<file path="src/rtl/synth_pkg.sv">
// Shared synth-voice types, widths and the waveform shaper used by oscillator/LFO blocks.
package synth_pkg;

  typedef enum logic [1:0] {
    WAVE_SAW     = 2'd0,
    WAVE_SQUARE  = 2'd1,
    WAVE_TRI     = 2'd2,
    WAVE_SILENCE = 2'd3
  } wave_t;

  localparam int SAMPLE_W = 11;
  localparam int SUM_W    = SAMPLE_W + 1;

  // msb is the phase MSB; t is the top SAMPLE_W phase bits, u the SAMPLE_W bits just below the MSB.
  function automatic logic [SAMPLE_W-1:0] shape(
    input wave_t               sel,
    input logic                msb,
    input logic [SAMPLE_W-1:0] t,
    input logic [SAMPLE_W-1:0] u
  );
    logic [SAMPLE_W-1:0] res;
    res = '0;
    case (sel)
      WAVE_SAW:    res = t;
      WAVE_SQUARE: res = msb ? {SAMPLE_W{1'b1}} : {SAMPLE_W{1'b0}};
      WAVE_TRI:    res = msb ? ~u : u;
      default:     res = SAMPLE_W'(1) << (SAMPLE_W - 1);
    endcase
    return res;
  endfunction

endpackage

</file>
<file path="src/rtl/wave_oscillator_tick_divider.sv">
// Enable-gated clock divider: one-cycle combinational tick every DIV enabled cycles.
// Latency: tick is asserted during the last count cycle; ena low holds the count, no backpressure.
module tick_divider #(
  parameter int DIV = 2083
) (
  input  logic clk,
  input  logic rst,
  input  logic ena,
  output logic tick
);

  localparam int CW = (DIV > 1) ? $clog2(DIV) : 1;
  localparam logic [CW-1:0] LAST = CW'(DIV - 1);

  logic [CW-1:0] cnt_q, cnt_d;

  assign tick = ena && (cnt_q == LAST);

  always_comb begin
    cnt_d = cnt_q;
    if (ena) begin
      cnt_d = tick ? '0 : cnt_q + 1'b1;
    end
  end

  always_ff @(posedge clk) begin
    if (!rst) begin
      cnt_q <= '0;
    end else begin
      cnt_q <= cnt_d;
    end
  end

endmodule

</file>
<file path="src/rtl/wave_oscillator.sv">
// NCO voice: phase accumulator + shaper, one sample per divider tick; frequency swaps only at a phase wrap.
// Latency: sample/valid/wrap register one cycle after the tick cycle; no backpressure, ena low freezes everything.
module wave_oscillator #(
  parameter int PHASE_W  = 24,
  parameter int SAMPLE_W = 11,
  parameter int CLK_DIV  = 2083
) (
  input  logic                clk,
  input  logic                rst,
  input  logic                ena,
  input  logic [PHASE_W-1:0]  freq_word,
  input  logic                freq_load,
  input  logic [1:0]          wave_sel,
  output logic [SAMPLE_W-1:0] sample,
  output logic                sample_valid,
  output logic                wrap
);

  import synth_pkg::*;

  logic                tick;
  logic [PHASE_W:0]    sum;
  logic                carry;
  logic [PHASE_W-1:0]  phase_q, phase_d;
  logic [PHASE_W-1:0]  freq_cur_q, freq_cur_d;
  logic [PHASE_W-1:0]  pending_q, pending_d;
  logic                pend_v_q, pend_v_d;
  logic [SAMPLE_W-1:0] sample_q, sample_d;
  logic                valid_q, valid_d;
  logic                wrap_q, wrap_d;

  tick_divider #(.DIV(CLK_DIV)) u_div (
    .clk  (clk),
    .rst  (rst),
    .ena  (ena),
    .tick (tick)
  );

  assign sum   = {1'b0, phase_q} + {1'b0, freq_cur_q};
  assign carry = sum[PHASE_W];

  always_comb begin
    phase_d    = phase_q;
    freq_cur_d = freq_cur_q;
    pending_d  = pending_q;
    pend_v_d   = pend_v_q;
    sample_d   = sample_q;
    valid_d    = 1'b0;
    wrap_d     = 1'b0;
    if (tick) begin
      phase_d  = sum[PHASE_W-1:0];
      sample_d = shape(wave_t'(wave_sel), sum[PHASE_W-1],
                       sum[PHASE_W-1 -: SAMPLE_W], sum[PHASE_W-2 -: SAMPLE_W]);
      valid_d  = 1'b1;
      wrap_d   = carry;
      // A zero increment never wraps, so it must be allowed to pick up a new word directly.
      if (pend_v_q && (carry || (freq_cur_q == '0))) begin
        freq_cur_d = pending_q;
        pend_v_d   = 1'b0;
      end
    end
    // A coincident load lands after the apply so the new word stays pending.
    if (freq_load) begin
      pending_d = freq_word;
      pend_v_d  = 1'b1;
    end
  end

  always_ff @(posedge clk) begin
    if (!rst) begin
      phase_q    <= '0;
      freq_cur_q <= '0;
      pending_q  <= '0;
      pend_v_q   <= 1'b0;
      sample_q   <= '0;
      valid_q    <= 1'b0;
      wrap_q     <= 1'b0;
    end else begin
      phase_q    <= phase_d;
      freq_cur_q <= freq_cur_d;
      pending_q  <= pending_d;
      pend_v_q   <= pend_v_d;
      sample_q   <= sample_d;
      valid_q    <= valid_d;
      wrap_q     <= wrap_d;
    end
  end

  assign sample       = sample_q;
  assign sample_valid = valid_q;
  assign wrap         = wrap_q;

endmodule

</file>
<file path="config.mk">
export PLATFORM = sky130hd
export DESIGN_NAME = wave_oscillator
export DESIGN_NICKNAME = d
export VERILOG_FILES = /design/src/rtl/synth_pkg.sv /design/src/rtl/wave_oscillator_tick_divider.sv /design/src/rtl/wave_oscillator.sv
export SDC_FILE = /design/constraint.sdc
export NUM_CORES = 1
export LEC_CHECK = 0
export CAP_MARGIN = 20
export CELL_PAD_IN_SITES_DETAIL_PLACEMENT = 1
export CELL_PAD_IN_SITES_GLOBAL_PLACEMENT = 1
export CORE_MARGIN = 1
export CORE_UTILIZATION = 40
export CTS_CLUSTER_DIAMETER = 50
export CTS_CLUSTER_SIZE = 20
export DETAILED_ROUTE_END_ITERATION = 6
export GPL_ROUTABILITY_DRIVEN = 1
export PLACE_DENSITY = 0.71
export SYNTH_ARGS = -nofsm -noshare
export SYNTH_HDL_FRONTEND = slang
export SYNTH_SLANG_ARGS = --single-unit
</file>
<file path="constraint.sdc">
create_clock -name clk -period 3.4 [get_ports clk]
set_clock_uncertainty 0.05 [all_clocks]
set_input_delay 0.68 -clock clk [delete_from_list [all_inputs] [get_ports clk]]
set_output_delay 0.68 -clock clk [all_outputs]
set_load 0.1 [all_outputs]
</file>
# Word level (Yosys, flattened, before mapping)
# Cells that the tools add are included.
op_classes:
  addsub: 2
  bitwise: 1
  muxes: 8
  n_reduce_logical: 10
  eq_ne: 3
op_table:
  columns: ["operator", "count"]
  rows:
  - ["$pmux 11 s3", 1]
  - ["$add 24x24->25", 1]
  - ["$logic_not 24->1", 1]
  - ["$mux 11", 2]
  - ["$add 12x1->12 const B", 1]
  - ["$eq 12x12->1 const B", 1]
  - ["$mux 12", 1]
  - ["$not 11->11", 1]
  - ["$reduce_and 2->1", 3]
  - ["$mux 1", 4]
  - ["$reduce_bool 2->1", 2]
  - ["$eq 2x1->1 const B", 1]
  - ["$eq 2x2->1 const B", 1]
  - ["$logic_and 1x1->1", 2]
  - ["$logic_not 2->1", 1]
  - ["$logic_or 1x1->1", 1]
totals:
  elab_cells: 32
  inputBits: 30
  ff_bits: 98

# Depth between registers and ports, before layout
# Gate-level depths: netlist (run 1).
logic_depth:
  word_depth: 6
  mapped_depth: 12

# Cells and area by module
# From an unflattened synthesis (run 1), not the netlist that was laid out.
unflattened:
  hier_cells: 609
  hier_area_um2: 5331.4
by_module_without_submodules:
  columns: ["module", "area_each_um2", "seq_area_each_um2", "n_inst", "cells_per_inst"]
  rows:
  - ["wave_oscillator", 4720.8, 1721.7, 1, 541]
  - ["tick_divider", 610.6, 240.2, 1, 68]

# Worst setup path before layout (run 1)
# OpenSTA, ideal clock, no wires.
synth_timing:
  kind: "register -> register"
  start: "register phase_q[0]"
  end: "register freq_cur_q[10]"
  t_required_ps: 3276
  n_path_buf: 2
  arrival_ps: 2571
  slack_ps: 705
  period_less_slack_ps: 2695
  stages_incl_launch_ff: 13
  setup_time_ps: 74
  path_cell_list: "dfxtp_1 ha_1 fa_1 a211oi_1 o211a_1 nor3_1 o2111ai_1 a21oi_1 o311ai_1 buf_4 buf_4 nand3_1 o21ai_0"
synth_via:
  elab_chain_cells: 4
synth_rtl:
  columns: ["element", "line_no", "text"]
  rows:
  - ["start, declared", "wave_oscillator.sv:24", "logic [PHASE_W-1:0] phase_q, phase_d;"]
  - ["start signal, assigned", "wave_oscillator.sv:79", "phase_q <= phase_d;"]
  - ["$add 24x24->25", "wave_oscillator.sv:39", "assign sum = {1'b0, phase_q} + {1'b0, freq_cur_q};"]
  - ["$logic_or 1x1->1", "wave_oscillator.sv:57", "if (pend_v_q && (carry || (freq_cur_q == '0))) begin"]
  - ["$logic_and 1x1->1", "wave_oscillator.sv:57", null]
  - ["$reduce_and 2->1 (no line)", null, null]
  - ["end signal, assigned", "wave_oscillator.sv:80", "freq_cur_q <= freq_cur_d;"]
  - ["end, declared", "wave_oscillator.sv:25", "logic [PHASE_W-1:0] freq_cur_q, freq_cur_d;"]
# Every way passes these cells.
# A chain may end at the register's enable or synchronous reset.

# Worst setup path after layout (run 1)
layout_timing:
  start: "register phase_q[0]"
  end: "register sample_q[4] (netlist: sample[4])"
layout_via:
  elab_chain_cells: 4
  elab_cells_between_ends: 5
  classes_between: "1 x add/sub; 3 x mux; 1 x bitwise"
layout_rtl:
  columns: ["element", "line_no", "text"]
  rows:
  - ["$add 24x24->25 (*)", "wave_oscillator.sv:39", null]
  - ["$not 11->11", "synth_pkg.sv:26", "WAVE_TRI: res = msb ? ~u : u;"]
  - ["$mux 11", "synth_pkg.sv:26", null]
  - ["$pmux 11 s3 (*)", "synth_pkg.sv:23", "case (sel)"]
  - ["end signal, assigned", "wave_oscillator.sv:83", "sample_q <= sample_d;"]
  - ["end, declared", "wave_oscillator.sv:28", "logic [SAMPLE_W-1:0] sample_q, sample_d;"]
# Mark *: on every way between the ends. The rest lies on a longest branch, timed or not.

==> run metrics, run 1 <==
transition time at the pin with the least slew margin=0.968 ns; clock-pin slew reported for the worst setup and hold paths after clock tree synthesis=~0.070 ns; classification of the worst setup path=register to register; maximum clock insertion buffer count=2; Ant. Diodes=0; length in cells of the worst reg-to-reg path=10; DR vias=4247; worst-skew pair later-pin latency=0.36 ns; mean area per synthesized cell=a little under 9 um^2; top layer used by detailed routing=met4; gate count of the mapped netlist=587; # port buffers=between 40 and 50; ratio of routed vias to standard cells=~5.4; count of yosys warnings during synthesis=0; number of clock sinks seen by CTS=98; DRC Markers=0; wire length the detailed router placed on met1=between 5000 and 6000 um; horizontal die dimension=~110 um; worst slew margin relative to its limit=between 30% and 40%; crit start category=register; total power after layout=between 0.002 and 0.0025 W; routed wirelength normalized by instance count=around 15 um; count of max-cap constraint violations=0; number of buffers added by the clock tree synthesis step=9; top cells by area, synth=dfxtp_1 38%, nand2_1 6.4%, ha_1 6.4%; total length of routed met2 wires=approximately 5700 um; Pre-Repair DR Iteration Count=4; Core Rows=40; total gr overflow=0; CTS H-tree lvls=3; Period Utilization, post-route=between 80% and 90%; number of global-route vias before repair=4266; CTS tree=yes; global-route wire length before repair=between 20000 and 25000 um; CTS Root Cell=clkbuf_16; last weighted congestion value of the routability-driven placer=~0.8; layout overhead on the synthesized area=16.8%; Initial Utilization=a little over two fifths; total negative setup slack=0 ns; number of nets in the layout=between 600 and 700; Synth async-reset ratio=0%; number of slew-limit violations in the final report=0; largest net degree at the start of global routing=57; number of DRC markers after the initial detailed-route iteration=about 130; run status=completed; critical path required time=3.56 ns; area leader, netlist=dfxtp_1; Post-CTS Setup Inserts=0; height of the die=roughly 110 um; antenna violations before repair=0; setup repair after global routing missed its margin=no; share of Yosys cell area claimed by the top area cell type=38.5%; area of the core=0.0122 mm^2; distinct cell type count of the synthesized netlist=54; register bit count reported by yosys=just under 100; end of the critical path=sample[4]; worst min path class=register to register; Post-Layout Cell Count=788; Cell Area, Synth=0.00510 mm^2; fmax=343 MHz; # setup viols final=0; data arrival time at the worst-slack endpoint=between 3 and 4 ns; commonest cells after routing, fill and taps aside=98 x dfxtp_1, 87 x nand2_1, 39 x o21ai_0; pwr dens=393 mW/mm^2; VDD IR max=around 0.00035 V; main flop type after synthesis=dfxtp_1; most common library cell in the layout ignoring fill and taps=dfxtp_1; wire length after detailed routing=approximately 12000 um; number of I/O pins=43; Critical R2R Launch=phase_q[0]; die area=0.0132 mm^2; Static Leakage=2.33 nW; GRT Util Overall=20.0%; end of the worst register-to-register path=sample[4]; placed insts=773; Resize count post-CTS=0; net count of the mapped netlist=644; number of buffers inserted by hold repair at cts=0; count of flip-flops with a built-in enable after synthesis=0; worst setup path startpoint=phase_q[0]; R2R setup slack=0.49 ns; capturing element type of the critical path=register; total count of hold-check failures in the final report=0; share of cells above drive strength 1=under 10%; met3 WL post-DR=between 400 and 500 um; portion of the post-synthesis area used by sequential elements=between 30 and 40%; Final HPWL DP=slightly below 9000 um; Antenna Violating Nets Remaining=0; critical path peak fanout=3; Final Critical Period=around 2.9 ns
-- per-stage QoR --
| step | hold slack (ns) | util, % | area (um^2) | setup WS, ns |
|---|---|---|---|---|
| detailed placement | 0.400 | 46.3 | 5650 | 0.493 |
| CTS | 0.413 | 48.8 | 5950 | 0.466 |
| floorplan | 0.385 | - | 5100 | 0.705 |
| finish | 0.406 | 48.8 | 5950 | 0.486 |
| global route | 0.439 | 48.8 | 5950 | 0.236 |
| global placement | 0.398 | 46.3 | 5650 | 0.540 |
-- synth_stat cells (all sizes together) (3+ instances only) --
master,n
dfxtp,98
nand2,87
o21ai,41
nand3,34
clkbuf,29
nor2b,28
ha,26
xnor2,26
mux2i,25
nor2,23
a21oi,21
a21boi,17
o211ai,14
xor2,14
and2,11
a21o,9
a22oi,9
nand4,9
nor3,9
nor4,7
buf,6
inv,5
and4,4
o211a,4
a221oi,3
or2,3
-- worst min-delay path by stage --
stage	start	to	slack, ns	cells past startpoint
2_1_floorplan	pending_q[0]	freq_cur_q[0]	0.39	2
3_3_place_gp	sample[10]	sample[10]	0.40	2
3_5_place_dp	sample[10]	sample[10]	0.40	2
4_1_cts	sample[10]	sample[10]	0.41	2
5_1_grt	pending_q[4]	freq_cur_q[4]	0.44	2
6_report	sample[10]	sample[10]	0.41	2
-- registers in the layout, summed over array words and instances, names as in the netlist --
name / flops
phase_q: 24
u_div.cnt_q: 12
sample_valid: 1
pend_v_q: 1
sample: 11
wrap: 1
freq_cur_q: 24
pending_q: 24
-- cell type report --
cell class	instances	area [um^2]
inverters	5	18.8
well taps	168	210
clock inverters	5	62.6
clock buffers	10	239
fillers	1467	6260
flip-flops and latches	98	1960
repair buffers	53	483
multi-input cells	449	2980
-- cells by family after synthesis --
family / after synthesis / share of synthesized area [%]
XOR/XNOR: 40 / 7.24
multiplexers: 25 / 4.91
adder cells (fa/ha/maj): 27 / 6.77
flip-flops: 98 / 38.5
buffers and inverters: 40 / 3.41
AO/OA/AOI/OAI: 136 / 18.2
AND/OR/NAND/NOR: 221 / 21.0
-- critical path, stage by stage, from the launching register on --
cell and delay [ns]:
dfxtp_1 0.32, ha_1 0.22, fa_1 0.43, a211oi_1 0.27, o211a_1 0.22, o31a_1 0.21, o21ai_1 0.12, a2111oi_0 0.53
nor3_2 0.13, xnor2_1 0.16, o2111ai_1 0.12
-- metal layers --
layer | GRT usage, % | vias up
met5 | 0 | -
met4 | 7.01 | 0
met3 | 4.64 | 20
met2 | 34.1 | 62
met1 | 24.7 | 2034
li1 | - | 2131
-- power by group --
group	total (W)	switching [W]	internal [W]
Clock	0.00105	0.000460	0.000590
Combinational	0.000112	0.0000504	0.0000615
Sequential	0.00118	0.0000116	0.00117
Total	0.00234	0.000522	0.00182
Note: power is estimated with default switching activity, not from simulation.
==> run 2, diff against run 1 <==
Settings changed: GPL_TIMING_DRIVEN set to 1, PLACE_DENSITY 0.71 to 0.74.
Clock period 3.4 ns to 2.45 ns, I/O delays scaled along.
==> run 2 against run 1 <==
Against the previous run: the flow now finishes with violations (setup timing); first-iteration DRC count rose by 79%; sequential power grew 38%; sequential share of layout area shrank 5.3 points; die area unchanged; core utilization up 10 points; highest routed layer unchanged.
==> run metrics, run 2 (synthesized netlist as in run 1, its figures left out) <==
failing checks=setup timing; height of the die=115 um (unchanged); Final Critical Period=2.77 ns (was 2.91 ns); CTS Root Cell=clkbuf_16 (unchanged); GRT Util Overall=23.6% (was 20.0%); number of clock sinks seen by CTS=98 (unchanged); worst-skew pair later-pin latency=0.36 ns (about the same); total gr overflow=0 (unchanged); CTS tree=yes (unchanged); Final HPWL DP=10300 um (was 8850 um); transition time at the pin with the least slew margin=0.546 ns (was 0.968 ns); # port buffers=42 (unchanged); final non-filler cell area=0.00718 mm^2 (was 0.00595 mm^2); horizontal die dimension=115 um (unchanged); antenna violations before repair=0 (unchanged); total count of hold-check failures in the final report=0 (unchanged); Critical R2R Launch=phase_q[0] (unchanged); final setup margin=-0.323 ns (was 0.486 ns); capturing element type of the critical path=register (unchanged); critical path required time=2.68 ns (was 3.56 ns); routed wirelength normalized by instance count=19.0 um (was 15.3 um); Period Utilization, post-route=113% (was 85.7%); total negative setup slack=-8.15 ns (was 0 ns); layout overhead on the synthesized area=40.8% (was 16.8%); share of cells above drive strength 1=29.3% (was 7.74%); end of the worst register-to-register path=freq_cur_q[10] (was sample[4]); pwr dens=466 mW/mm^2 (was 393 mW/mm^2); number of nets in the layout=759 (was 673); number of slew-limit violations in the final report=0 (unchanged); # setup viols final=40 (was 0); end of the critical path=freq_cur_q[10] (was sample[4]); number of buffers inserted by hold repair at cts=0 (unchanged); commonest cells after routing, fill and taps aside=96 x buf_4, 87 x nand2_1, 82 x dfxtp_1 (was 98 x dfxtp_1, 87 x nand2_1, 39 x o21ai_0); VDD IR max=0.000418 V (was 0.000349 V); setup repair after global routing missed its margin=yes (was no); most common library cell in the layout ignoring fill and taps=buf_4 (was dfxtp_1); worst setup path startpoint=phase_q[0] (unchanged); largest net degree at the start of global routing=76 (was 57); DRC Markers=0 (unchanged); R2R setup slack=-0.32 ns (was 0.49 ns); number of DRC markers after the initial detailed-route iteration=235 (was 131); Antenna Violating Nets Remaining=0 (unchanged); run status=finished, violations left (was completed); standard cell area after detailed placement=0.00617 mm^2 (was 0.00565 mm^2); Core Rows=40 (unchanged); number of buffers added by the clock tree synthesis step=9 (unchanged); DR vias=4754 (was 4247); area of the core=0.0122 mm^2 (unchanged); crit start category=register (unchanged); number of I/O pins=43 (unchanged); Initial Utilization=41.7% (unchanged); worst slew margin relative to its limit=63.6% (was 35.3%); data arrival time at the worst-slack endpoint=3.01 ns (was 3.08 ns); worst min path class=register to register (unchanged); biggest regs=freq_cur_q: 24 flops, pending_q: 24 flops, phase_q: 24 flops (unchanged); CTS H-tree lvls=3 (unchanged); die area=0.0132 mm^2 (unchanged); Pre-Repair DR Iteration Count=4 (unchanged); ratio of routed vias to standard cells=5.43 (was 5.39); Ant. Diodes=0 (unchanged); clock-pin slew reported for the worst setup and hold paths after clock tree synthesis=0.07 ns (about the same); final hold slack=0.403 ns (was 0.406 ns); classification of the worst setup path=register to register (unchanged); Static Leakage=2.89 nW (was 2.33 nW); last weighted congestion value of the routability-driven placer=0.868 (was 0.801); wire length after detailed routing=16600 um (was 12100 um); critical path peak fanout=6 (was 3); maximum clock insertion buffer count=2 (unchanged); fmax=361 MHz (was 343 MHz); number of global-route vias before repair=4868 (was 4266); global-route wire length before repair=24000 um (was 20600 um); count of max-cap constraint violations=0 (unchanged); length in cells of the worst reg-to-reg path=13 (was 10)
run 2: cell count changes in the layout (fill, tap and decap cells not counted), moves of 6 or more:
cell,delta
o21ai_0,-25
dfxtp_2,+15
nand3_1,-12
buf_6,+6
ha_2,+6
ha_1,-14
ha_4,+8
dfxtp_1,-16
o21ai_1,+19
buf_4,+75
nand3_2,+12
run 2: repair_timing:
action                                  4_1_cts  5_1_grt
resized for setup                            49       73
endpoints found under the setup margin       47       48
setup buffers                                 8       13
gates cloned                                  3        3
pin swaps                                    10       12
run 2: worst min-delay path by stage:
stage                             start        endpoint  depth (start not counted)
final                     pending_q[15]  freq_cur_q[15]                          2
after global routing      pending_q[21]  freq_cur_q[21]                          2
after CTS                  pending_q[2]   freq_cur_q[2]                          2
after detailed placement     sample[10]      sample[10]                          2
after global placement       sample[10]      sample[10]                          2
after floorplan            pending_q[0]   freq_cur_q[0]                          2
run 2: final cells by class:
cell class,instances,area (um^2)
Timing Repair Buffer,139,1250
Multi-Input combinational cell,449,3390
Fill cell,1410,5040
Inverter,5,18.8
Clock inverter,6,90.1
Sequential cell,98,1980
Tap cell,168,210
Clock buffer,10,229
run 2: metrics by stage:
| stage | util [%] | cells | setup slack, ns | total power (W) |
|---|---|---|---|---|
| after CTS | 55.5 | 861 | -0.214 | 0.00336 |
| after global routing | 58.8 | 875 | -0.396 | 0.00345 |
| after global placement | 50.6 | 834 | -0.149 | 0.00183 |
| after floorplan | - | 587 | 0.00789 | 0.00176 |
| final | 58.8 | 875 | -0.323 | 0.00335 |
| after detailed placement | 50.6 | 834 | -0.237 | 0.00183 |
run 2: where the power goes:
group / internal (W) / switching [W]
Clock: 0.000898 / 0.000649
Sequential: 0.00162 / 0.0000168
Combinational: 0.0000879 / 0.0000762
Total: 0.00260 / 0.000742
run 2: worst max-delay path, cell delays in order (launching register included):
cell and delay [ns]:
dfxtp_2 0.34, ha_4 0.16, fa_2 0.35, a211oi_2 0.23, o211a_1 0.26, nor3_4 0.07, o2111ai_2 0.24, a21oi_2 0.10
o311ai_4 0.23, buf_6 0.17, buf_6 0.13, buf_16 0.13, nand3_1 0.09, o21ai_1 0.12
run 2: routing by layer:
metal | GRT usage (%) | part of all wire (%) | up-vias | wire length, um
met4 | 10.8 | 2.5 | 0 | 418
met1 | 27.8 | 42 | 2337 | 7050
li1 | - | - | 2311 | -
met5 | 0 | 0 | - | 0
met2 | 42.2 | 53 | 82 | 8770
met3 | 3.32 | 2.4 | 24 | 397
==> run 3, diff against run 2 <==
Settings changed: SETUP_SLACK_MARGIN set to 0.2.
==> run 3 against run 2 <==
Against the previous run: the flow still finishes with violations (setup timing); critical path depth is 2 lower; die area stayed put; clock-buffer cell count is 1 higher; fmax is 2.2% higher; combinational power hardly changed; via count hardly changed; first-iteration DRC count is 5.5% lower; sequential power hardly changed; power is 4.5% lower; non-clock buffer count is 5 lower; global-route usage is 1.7 points higher; critical path type unchanged; critical endpoint is now freq_cur_q[3]; largest cell class unchanged; largest power group unchanged.
==> run metrics, run 3 (synthesized netlist as in run 1, its figures left out) <==
total negative setup slack=-6.23 ns (was -8.15 ns); failing checks=setup timing (unchanged); CTS Root Cell=clkbuf_16 (unchanged); Initial Utilization=41.7% (unchanged); total gr overflow=0 (unchanged); placed insts=826 (was 834); routed wirelength normalized by instance count=18.9 um (was 19.0 um); switching share of power=22.2% (about the same); data arrival time at the worst-slack endpoint=2.94 ns (was 3.01 ns); horizontal die dimension=115 um (unchanged); total power after layout=0.00320 W (was 0.00335 W); GR met2 Demand/Resource=45.4% (was 42.2%); number of nets in the layout=754 (was 759); number of buffers and inverters on the critical path=2 (was 3); global-route met3 utilization=3.69% (was 3.32%); critical path peak fanout=6 (unchanged); fmax=369 MHz (was 361 MHz); ratio of routed vias to standard cells=5.48 (was 5.43); maximum clock insertion buffer count=2 (unchanged); Core Rows=40 (unchanged); final hold slack=0.399 ns (was 0.403 ns); maximum single-stage delay on the critical path=0.43 ns (was 0.35 ns); setup repair after global routing missed its margin=yes (unchanged); Period Utilization, post-route=111% (was 113%); # setup viols final=38 (was 40); CP Cell Sequence=ha_1 -> a21oi_1 -> o211ai_1 -> o21bai_1 -> o2111ai_2 -> a21oi_2 -> o311ai_4 -> buf_6 -> buf_16 -> nand3_2 -> o21ai_1 (was ha_4 -> fa_2 -> a211oi_2 -> o211a_1 -> nor3_4 -> o2111ai_2 -> a21oi_2 -> o311ai_4 -> buf_6 -> buf_6 -> buf_16 -> nand3_1 -> o21ai_1); number of clock sinks seen by CTS=98 (unchanged); worst min path class=register to register (unchanged); pwr dens=439 mW/mm^2 (was 466 mW/mm^2); number of I/O pins=43 (unchanged); clock network fraction of total power=43.7% (was 46.2%); critical path required time=2.68 ns (about the same); top cell family by delay on the critical path=compound AO/OA/AOI/OAI gates (unchanged); capturing element type of the critical path=register (unchanged); most common library cell in the layout ignoring fill and taps=dfxtp_1 (was buf_4); number of buffers inserted by hold repair at cts=0 (unchanged); # port buffers=42 (unchanged); total count of hold-check failures in the final report=0 (unchanged); combinational power share=5.2% (was 4.9%); number of global-route vias before repair=4944 (was 4868); count of max-cap constraint violations=0 (unchanged); number of slew-limit violations in the final report=0 (unchanged); share of cells above drive strength 1=31.1% (was 29.3%); commonest cells after routing, fill and taps aside=86 x dfxtp_1, 83 x buf_4, 82 x nand2_1 (was 96 x buf_4, 87 x nand2_1, 82 x dfxtp_1); run status=finished, violations left (unchanged); area of the core=0.0122 mm^2 (unchanged); area taken by flip-flops and latches=0.00198 mm^2 (about the same); Pre-Repair DR Iteration Count=4 (unchanged); GR Layer Usage met1=29.8% (was 27.8%); Ant. Diodes=0 (unchanged); Static Leakage=2.91 nW (was 2.89 nW); clock-pin slew reported for the worst setup and hold paths after clock tree synthesis=0.06 ns (was 0.07 ns); worst slew margin relative to its limit=59.8% (was 63.6%); height of the die=115 um (unchanged); last weighted congestion value of the routability-driven placer=0.855 (was 0.868); die area=0.0132 mm^2 (unchanged); Int Pwr=0.00249 W (was 0.00260 W); cell at the slowest stage of the critical path=dfxtp_1 (was fa_2); final non-filler cell area=0.00728 mm^2 (was 0.00718 mm^2); Final Critical Period=2.71 ns (was 2.77 ns); wire length after detailed routing=16400 um (was 16600 um); count of filler cells inserted in the layout=1406 (was 1410); CTS H-tree lvls=3 (unchanged); largest net degree at the start of global routing=87 (was 76); DRC Markers=0 (unchanged); CTS tree=yes (unchanged); Post-Layout Cell Count=868 (was 875); layout overhead on the synthesized area=42.9% (was 40.8%); final setup margin=-0.263 ns (was -0.323 ns); combined area of the multi-input logic cells=0.00356 mm^2 (was 0.00339 mm^2); Antenna Violating Nets Remaining=0 (unchanged); number of buffers added by the clock tree synthesis step=9 (unchanged); DR vias=4753 (was 4754); antenna violations before repair=0 (unchanged); VDD IR max=0.000448 V (was 0.000418 V); crit start category=register (unchanged); standard cell area after detailed placement=0.00621 mm^2 (was 0.00617 mm^2); transition time at the pin with the least slew margin=0.598 ns (was 0.546 ns); Final HPWL DP=10200 um (was 10300 um); worst-skew pair later-pin latency=0.36 ns (about the same); Switch Pwr=0.000710 W (was 0.000742 W); classification of the worst setup path=register to register (unchanged); most used routing layer in global routing=met2 (unchanged); biggest regs=freq_cur_q: 24 flops, pending_q: 24 flops, phase_q: 24 flops (unchanged); GRT Util Overall=25.2% (was 23.6%); global-route wire length before repair=25400 um (was 24000 um); number of DRC markers after the initial detailed-route iteration=222 (was 235); register share of total power=51.1% (was 48.9%)
-- run 3: metrics by stage --
| stage | worst slack [ns] | util, % |
|---|---|---|
| after floorplan | -0.0214 | - |
| after global placement | -0.214 | 50.9 |
| after detailed placement | -0.331 | 50.9 |
| after CTS | -0.185 | 57.2 |
| after global routing | -0.303 | 59.6 |
| final | -0.263 | 59.6 |
-- run 3: power groups by stage --
stage,combinational [W],sequential (W),clock (W)
after floorplan,0.0000923,0.00167,0
after global placement,0.000157,0.00167,0
after detailed placement,0.000164,0.00167,0
after CTS,0.000166,0.00164,0.00143
after global routing,0.000183,0.00164,0.00150
final,0.000166,0.00163,0.00140
-- run 3: tightest hold or removal path: stages (launching register included) --
cell and delay [ns]:
dfxtp_1 0.31, nand2_1 0.05, o21ai_1 0.05
-- run 3: final cells by class --
type                            count  share of cell area [%]
Sequential cell                    98                    27.2
Timing Repair Buffer              134                    16.9
Clock inverter                      3                   0.584
Multi-Input combinational cell    449                    48.9
Clock buffer                       11                    3.20
Inverter                            5                   0.258
Tap cell                          168                    2.89
-- run 3: worst paths after layout --
path,from,to,slack (ns),cells after the start
setup / recovery,freq_cur_q[13],freq_cur_q[3],-0.26,11
hold / removal,pending_q[13],freq_cur_q[13],0.40,2
setup reg to reg,freq_cur_q[13],freq_cur_q[3],-0.26,11
hold reg to reg,pending_q[13],freq_cur_q[13],0.40,2
-- run 3: per-layer routing --
layer	share of wire (%)	wire [um]
met3	2.1	338
met5	0	0
met2	52	8580
met1	43	7020
met4	2.9	474
-- run 3: what timing repair did --
action                                  CTS  global route
gates cloned                              3             2
endpoints found under the hold margin     0             0
setup buffers                            15             8
endpoints found under the setup margin   48            52
gates resized for setup                  68            48
pin swaps                                23            43
